$ cat src/rtl/sm_frame_max_pkg.sv
// Shared definitions for the sign-magnitude frame-maximum stage:
// sample width, the negative-zero pattern, FSM encodings and the normaliser.
package sm_frame_max_pkg;

  localparam int         SM_W        = 4;
  localparam logic [3:0] SM_NEG_ZERO = 4'b1000;

  typedef enum logic {
    ST_ACC  = 1'b0,
    ST_HOLD = 1'b1
  } state_t;

  // -0 folds onto +0 so the two compare equal downstream
  function automatic logic [SM_W-1:0] sm_norm(input logic [SM_W-1:0] x);
    logic [SM_W-1:0] y;
    y = (x == SM_NEG_ZERO) ? 4'b0000 : x;
    return y;
  endfunction

endpackage

$ cat src/rtl/sm_gt.sv
// Sign-magnitude strict greater-than: positive beats negative, larger positive
// magnitude wins, smaller negative magnitude wins. Inputs must be normalised.
module sm_gt
  import sm_frame_max_pkg::*;
(
  input  logic [SM_W-1:0] a,
  input  logic [SM_W-1:0] b,
  output logic            gt
);

  // ordering decision
  always_comb begin
    gt = 1'b0;
    if (a[3] != b[3]) begin
      gt = ~a[3];
    end else if (a[3] == 1'b0) begin
      gt = (a[2:0] > b[2:0]);
    end else begin
      gt = (a[2:0] < b[2:0]);
    end
  end

endmodule

$ cat src/rtl/sm_frame_max.sv
// Frame maximum tracker: accumulates up to N sign-magnitude samples, then
// holds max, first index of max and sample count on a valid/ready output.
module sm_frame_max
  import sm_frame_max_pkg::*;
#(
  parameter int N  = 8,
  parameter int CW = 4
) (
  input  logic            clk,
  input  logic            reset,
  input  logic            in_valid,
  output logic            in_ready,
  input  logic [SM_W-1:0] in_data,
  input  logic            in_last,
  output logic            out_valid,
  input  logic            out_ready,
  output logic [SM_W-1:0] out_max,
  output logic [CW-1:0]   out_idx,
  output logic [CW-1:0]   out_cnt
);

  localparam logic [CW-1:0] CNT_ONE = {{(CW-1){1'b0}}, 1'b1};
  localparam logic [CW:0]   N_W     = N[CW:0];

  state_t          state_r, state_nx;
  logic [CW-1:0]   count_r, count_nx;
  logic [SM_W-1:0] max_r, max_nx;
  logic [CW-1:0]   idx_r, idx_nx;

  logic            accept_s;
  logic [SM_W-1:0] sample_s;
  logic            gt_s;
  logic [CW:0]     count_inc_s;
  logic            close_s;

  assign in_ready    = (state_r == ST_ACC) & ~reset;
  assign accept_s    = in_valid & in_ready;
  assign sample_s    = sm_norm(in_data);
  // one extra bit so N == 2**CW still detects the final sample
  assign count_inc_s = {1'b0, count_r} + {1'b0, CNT_ONE};
  assign close_s     = (count_inc_s == N_W) | in_last;

  sm_gt u_gt (
    .a  (sample_s),
    .b  (max_r),
    .gt (gt_s)
  );

  // next-state and datapath update
  always_comb begin
    state_nx = state_r;
    count_nx = count_r;
    max_nx   = max_r;
    idx_nx   = idx_r;
    case (state_r)
      ST_ACC: begin
        if (accept_s) begin
          if (count_r == {CW{1'b0}}) begin
            max_nx = sample_s;
            idx_nx = {CW{1'b0}};
          end else if (gt_s) begin
            max_nx = sample_s;
            idx_nx = count_r;
          end else begin
            max_nx = max_r;
          end
          count_nx = count_inc_s[CW-1:0];
          if (close_s) begin
            state_nx = ST_HOLD;
          end else begin
            state_nx = ST_ACC;
          end
        end else begin
          state_nx = ST_ACC;
        end
      end
      ST_HOLD: begin
        if (out_ready) begin
          state_nx = ST_ACC;
          count_nx = {CW{1'b0}};
        end else begin
          state_nx = ST_HOLD;
        end
      end
      default: begin
        state_nx = ST_ACC;
        count_nx = {CW{1'b0}};
      end
    endcase
  end

  // state and result registers
  always_ff @(posedge clk) begin
    if (reset) begin
      state_r <= ST_ACC;
      count_r <= {CW{1'b0}};
      max_r   <= 4'b0000;
      idx_r   <= {CW{1'b0}};
    end else begin
      state_r <= state_nx;
      count_r <= count_nx;
      max_r   <= max_nx;
      idx_r   <= idx_nx;
    end
  end

  assign out_valid = (state_r == ST_HOLD);
  assign out_max   = max_r;
  assign out_idx   = idx_r;
  assign out_cnt   = count_r;

endmodule

$ cat config.mk
export PLATFORM = sky130hd
export DESIGN_NAME = sm_frame_max
export DESIGN_NICKNAME = d
export VERILOG_FILES = /design/src/rtl/sm_frame_max_pkg.sv /design/src/rtl/sm_gt.sv /design/src/rtl/sm_frame_max.sv
export SDC_FILE = /design/constraint.sdc
export NUM_CORES = 1
export LEC_CHECK = 0
export ABC_AREA = 0
export BUFFER_PORTS_ARGS = -buffer_cell sky130_fd_sc_hd__clkbuf_2
export CAP_MARGIN = 10
export CORE_MARGIN = 8
export CORE_UTILIZATION = 50
export DETAILED_ROUTE_END_ITERATION = 12
export HOLD_SLACK_MARGIN = 0.15
export PLACE_DENSITY = 0.82
export SKIP_LAST_GASP = 1
export SLEW_MARGIN = 40
export SYNTH_ARGS = -nofsm -noshare
export SYNTH_HDL_FRONTEND = slang
export SYNTH_SLANG_ARGS = --single-unit
$ cat constraint.sdc
create_clock -name clk -period 2.29 [get_ports clk]
set_input_delay 0.5725 -clock clk [delete_from_list [all_inputs] [get_ports clk]]
set_output_delay 0.5725 -clock clk [all_outputs]
set_load 0.01 [all_outputs]
After elaboration in Yosys (flattened, before gate mapping)
Index checks and enable logic that the tools add are counted.
{"block": "totals", "register_bits": 13, "inputBits": 9, "word_cells": 36}
{"block": "classes", "magnitude_cmp": 2, "n_eq_ne": 5, "reduce_logical": 4, "mux": 14, "bitwise_logic": 6, "n_addsub": 1}
{"op": "4-bit 2-to-1 mux", "n": 7}
{"op": "4-bit case mux with 2 select lines", "n": 1}
{"op": "4-bit by 1-bit adder with 5-bit output, second input constant", "n": 1}
{"op": "5-bit by 4-bit equality test with 1-bit output, second input constant", "n": 1}
{"op": "1-bit 2-to-1 mux", "n": 5}
{"op": "4-bit equality test, second input constant", "n": 1}
{"op": "4-bit logical NOT", "n": 1}
{"op": "2-bit != test, second input constant", "n": 2}
{"op": "3-bit > comparator", "n": 1}
{"op": "3-bit less-than comparator", "n": 1}
{"op": "1-bit inverter", "n": 3}
{"op": "3-bit AND reduction", "n": 1}
{"op": "1-bit AND", "n": 2}
{"op": "1-bit case mux with 2 select lines", "n": 1}
{"op": "2-bit AND reduction", "n": 1}
{"op": "2-bit nonzero test", "n": 1}
{"op": "1-bit != test", "n": 1}
{"op": "1-bit OR", "n": 1}

Depth between registers and ports, before layout
{"block": "logic_depth", "depth_word": 7, "depth_mapped": 7}

Cells and area by module
Synthesis repeated with hierarchy kept, for this count alone.
{"block": "hier_totals", "cells_unflattened": 88, "hier_area_um2": 730.7}
{"mod": "sm_frame_max", "cells_each": 76, "area_per_inst_um2": 636.9, "instances": 1}
{"mod": "sm_gt", "cells_each": 12, "area_per_inst_um2": 93.8, "instances": 1}

Worst setup path after synthesis
Ideal clock, no wire load.
{"block": "synth_timing", "path_type": "input-to-reg", "start": "input port in_data[2]", "end": "register max_r[0], in the netlist out_max[0]", "arrival_time_ns": 1.915, "n_path_buf": 2, "required_ns": 2.170, "path_stages": 7, "setup_time_ns": 0.120, "slack_ns": 0.255, "cell_sequence": "clkbuf_1 -> ha_1 -> a21oi_1 -> a21oi_2 -> or3_1 -> buf_6 -> a211o_1"}
{"block": "synth_via", "elab_chain_len": 7, "elab_cells_between_ends": 12}
{"item": "from (decl)", "line_no": "sm_frame_max.sv:13", "source": "input logic [SM_W-1:0] in_data,"}
{"item": "4-bit equality test", "line_no": "sm_frame_max_pkg.sv:16", "source": "y = (x == SM_NEG_ZERO) ? 4'b0000 : x;"}
{"item": "4-bit 2-to-1 mux (*)", "line_no": "sm_frame_max_pkg.sv:16"}
{"item": "3-bit > comparator / 3-bit less-than comparator (equally long branches)", "line_no": "sm_gt.sv:17, sm_gt.sv:19"}
{"item": "1-bit 2-to-1 mux", "line_no": "sm_gt.sv:16", "source": "end else if (a[3] == 1'b0) begin"}
{"item": "1-bit 2-to-1 mux", "line_no": "sm_gt.sv:14", "source": "if (a[3] != b[3]) begin"}
{"item": "2-bit nonzero test (no source line)"}
{"item": "3-bit AND reduction (no source line)"}
{"item": "to (signal assigned)", "line_no": "sm_frame_max.sv:102", "source": "max_r <= max_nx;"}
{"item": "to (decl)", "line_no": "sm_frame_max.sv:27", "source": "logic [SM_W-1:0] max_r, max_nx;"}
Every way passes the cells marked *; elsewhere a longest branch is shown, timed or not. The select of a mux whose other input is x is not followed.
A chain may end at the register's enable or synchronous reset.

Worst setup path in the final report
{"block": "layout_timing", "start": "register max_r[1], in the netlist out_max[1]", "end": "register max_r[0], in the netlist out_max[0]"}
{"block": "layout_via", "elab_chain_len": 5, "elab_cells_between_ends": 6}
{"item": "3-bit > comparator / 3-bit less-than comparator (equally long branches)", "line_no": "sm_gt.sv:17, sm_gt.sv:19"}
{"item": "1-bit 2-to-1 mux (*)", "line_no": "sm_gt.sv:16"}
{"item": "1-bit 2-to-1 mux (*)", "line_no": "sm_gt.sv:14"}
{"item": "2-bit nonzero test (no source line) (*)"}
{"item": "3-bit AND reduction (no source line) (*)"}
Every way passes the cells marked *; elsewhere a longest branch is shown, timed or not.

==> reports/qor.csv <==
stage;metric;value;unit
run_status;status;complete, no violations;
yosys;post-synthesis compound-gate area fraction;31.7;%
run;max-cap violations;0;
cts;Clk Latency, worst-skew pair;0.27;ns
die;Cell Rows;15;
sta;Hold Vio Cnt, Final;0;
cts;Setup Buffers After CTS;0;
worst_setup_path;CP max-delay cell;or3_1;
die;Core ar.;0.00171;mm²
final_layout;# diodes;0;
pwr;P per Cell Area;577;mW/mm²
yosys;Avg Cell Area, Syn;8.86;µm²
yosys;synthesized cell area;895;µm²
final_layout;share of layout cells above drive strength 1;30.4;%
final_layout;Layout area overhead;19.3;%
cts;Root Buffer;clkbuf_4;
sta;Slew HR;61.4;%
pwr;Flop pwr share;41.9;%
yosys;mux cell area share after synthesis;0;%
final_layout;Final Core Density;62.5;%
yosys;Post-synth EDFFs;0;
worst_hold_path;Min-Delay Path Class;reg2reg;
worst_setup_path;CP max FO;7;
yosys;syn_nets;115;
worst_setup_path;Worst Path Buf+Inv;1;
cts;post-cts sizing count;0;
detailed_routing;Iteration-0 DRC Markers;49;
global_route;initial antenna violation count;0;
global_route;largest net degree at the start of global routing;15;
placed_design;placed cell area;0.00104;mm²
pwr;switch share;35.8;%
worst_setup_path;Crit Path Class;reg2reg;
die;die width;58.3;µm
final_layout;nets;140;
worst_setup_path;critical path, cell by cell;inv_1 -> ha_1 -> nand3_1 -> a21oi_2 -> or3_1 -> a211o_1;
global_route;vias in the first global route;884;
cts;H-tree depth;1;
sta;period utilisation layout;84.5;%
sta;RSZ-0062 raised after global routing;no;
detailed_routing;Via Count;905;
yosys;largest family of logic cells by synthesized area;compound AO/OA/AOI/OAI gates;
worst_setup_path;CP required;2.45;ns
detailed_routing;routed vias/inst;6.03;
final_layout;Final Non-Filler Cells;150;
die;Top Ports;23;
detailed_routing;number of routed nets with antenna violations;0;
global_route;first-pass GRT wire length;4.03;mm
yosys;sequential cell area fraction in the yosys report;29.1;%
yosys;cell count after synthesis;101;
sta;fmax;517;MHz
pwr;Max VDD drop;0.000280;V
pwr;P_leak;0.460;nW
detailed_routing;drt first pass iters;4;
pwr;clock share of power;23.2;%
pwr;Comb power frac;34.9;%
placed_design;DP Cell Count;146;
yosys;Synth Area in Adders;6.99;%
yosys;Post-Synth Simple-Gate Area;24.8;%
worst_setup_path;Crit path max-delay family;simple AND/OR/NAND/NOR gates;
worst_setup_path;Worst Path Arrival;2.10;ns
yosys;top_reg_cell synth;dfxtp_1;
placed_design;routability cong.;0.831;
yosys;Async SR Flop Fraction;0;%
pwr;P_int;395;µW
sta;fin crit period;1.94;ns
worst_setup_path;Startpoint Class;flop;
placed_design;hpwl dp;1.83;mm
sta;final slew viol count;0;
die;die height;58.3;µm
sta;Worst Tran Pin Value;0.579;ns
final_layout;fillers;146;
sta;Final setup viols;0;
cts;Clock transition at path regs;0.08;ns
global_route;gr usage total;14.7;%
global_route;remaining global-route overflow;0;
sta;TNS Setup;0;ns
detailed_routing;DRC Markers;0;
cts;clk buf depth;2;
yosys;Yosys Warn Count;0;
cts;total CTS buffers;3;
yosys;synthesized flop and latch total;13;
worst_setup_path;slowest stage delay, CP;0.50;ns
placed_design;I/O Buffers;22;
pwr;sw power;221;µW
cts;CTS tree;done;
die;initial core utilization;52.4;%
detailed_routing;drt wl/cell;15.9;µm
die;die footprint;0.00340;mm²
cts;TritonCTS Sinks;13;
final_layout;Final Cell Area;0.00107;mm²
final_layout;Reg area;260;µm²
sta;final setup skew;0.00329;ns
worst_setup_path;Worst setup EP type;flop;
final_layout;multi-input logic area;568;µm²
cts;Hold-fix buffers, CTS;0;
yosys;Yosys cell types;35;
yosys;xor and xnor area share after synthesis;0;%
detailed_routing;DRT Wirelength;2.39;mm
-- registers in the layout, summed over array words and instances (netlist names) --
name       cells
out_cnt        4
out_idx        4
out_max        4
out_valid      1
-- per-layer routing --
layer / wire length, µm / global-route usage (%) / part of all wire [%]
met1: 1040 / 17.3 / 44
met2: 1200 / 25.7 / 50
met3: 120 / 2.17 / 5.0
met4: 27 / 5.94 / 1.1
met5: 0 / 0 / 0
-- final cells by class --
| class | count | area share, % |
|---|---|---|
| multi-input cells | 73 | 53.2 |
| clock buffers | 4 | 2.46 |
| flip-flops and latches | 13 | 24.4 |
| repair buffers | 28 | 14.5 |
| well taps | 25 | 2.93 |
| inverters | 7 | 2.46 |
-- layout by cell type (no fill, tap or decap), types with 5 or more instances in the layout --
cell type and n:
dfxtp_1 13, nor3b_1 7, a21oi_1 5, nand3_1 6, inv_1 7, buf_4 6
clkbuf_2 22, ha_1 5
-- worst register-to-register path, cell delays in order (launching register included) --
cell,delay (ns)
dfxtp_1,0.36
inv_1,0.07
ha_1,0.36
nand3_1,0.13
a21oi_2,0.10
or3_1,0.50
a211o_1,0.31
-- cell usage after synthesis, types with 4 or more instances --
| library cell | instances | share of area, % |
|---|---|---|
| a21oi_1 | 5 | 2.8 |
| o31ai_1 | 4 | 3.4 |
| nor3_1 | 4 | 2.2 |
| nor2_1 | 4 | 1.7 |
| nor3b_1 | 7 | 5.9 |
| ha_1 | 5 | 7.0 |
| nand3_1 | 6 | 3.4 |
| clkbuf_1 | 4 | 1.7 |
| dfxtp_1 | 13 | 29 |
| inv_1 | 7 | 2.9 |
-- worst paths after layout --
| check | start | endpoint | slack [ns] | depth (start not counted) |
|---|---|---|---|---|
| hold / removal | out_idx[0] | out_idx[0] | 0.52 | 2 |
| setup reg to reg | out_max[1] | out_max[0] | 0.35 | 6 |
| hold reg to reg | out_idx[0] | out_idx[0] | 0.52 | 2 |
| setup / recovery | out_max[1] | out_max[0] | 0.35 | 6 |
-- power by group through the flow --
stage,registers [mW],logic [mW],clock network (mW)
2_1_floorplan,0.267,0.142,0
3_3_place_gp,0.262,0.201,0
3_5_place_dp,0.263,0.211,0
4_1_cts,0.257,0.213,0.143
5_1_grt,0.261,0.236,0.151
6_report,0.258,0.215,0.143
-- cell families after synthesis --
family | after synthesis
and+or+nand+nor | 37
buffers and inverters | 15
DFF | 13
adders and majority gates | 5
AOI/OAI and AO/OA | 31
-- per-stage QoR --
step | power, mW | setup WS [ns] | hold slack [ns]
after global placement | 0.462 | 0.178 | 0.505
after global routing | 0.648 | 0.224 | 0.546
after detailed placement | 0.473 | 0.0899 | 0.510
after CTS | 0.613 | 0.361 | 0.521
final | 0.616 | 0.354 | 0.522
after floorplan | 0.409 | 0.255 | 0.525
No activity file was read; power rests on OpenSTA's default activity.
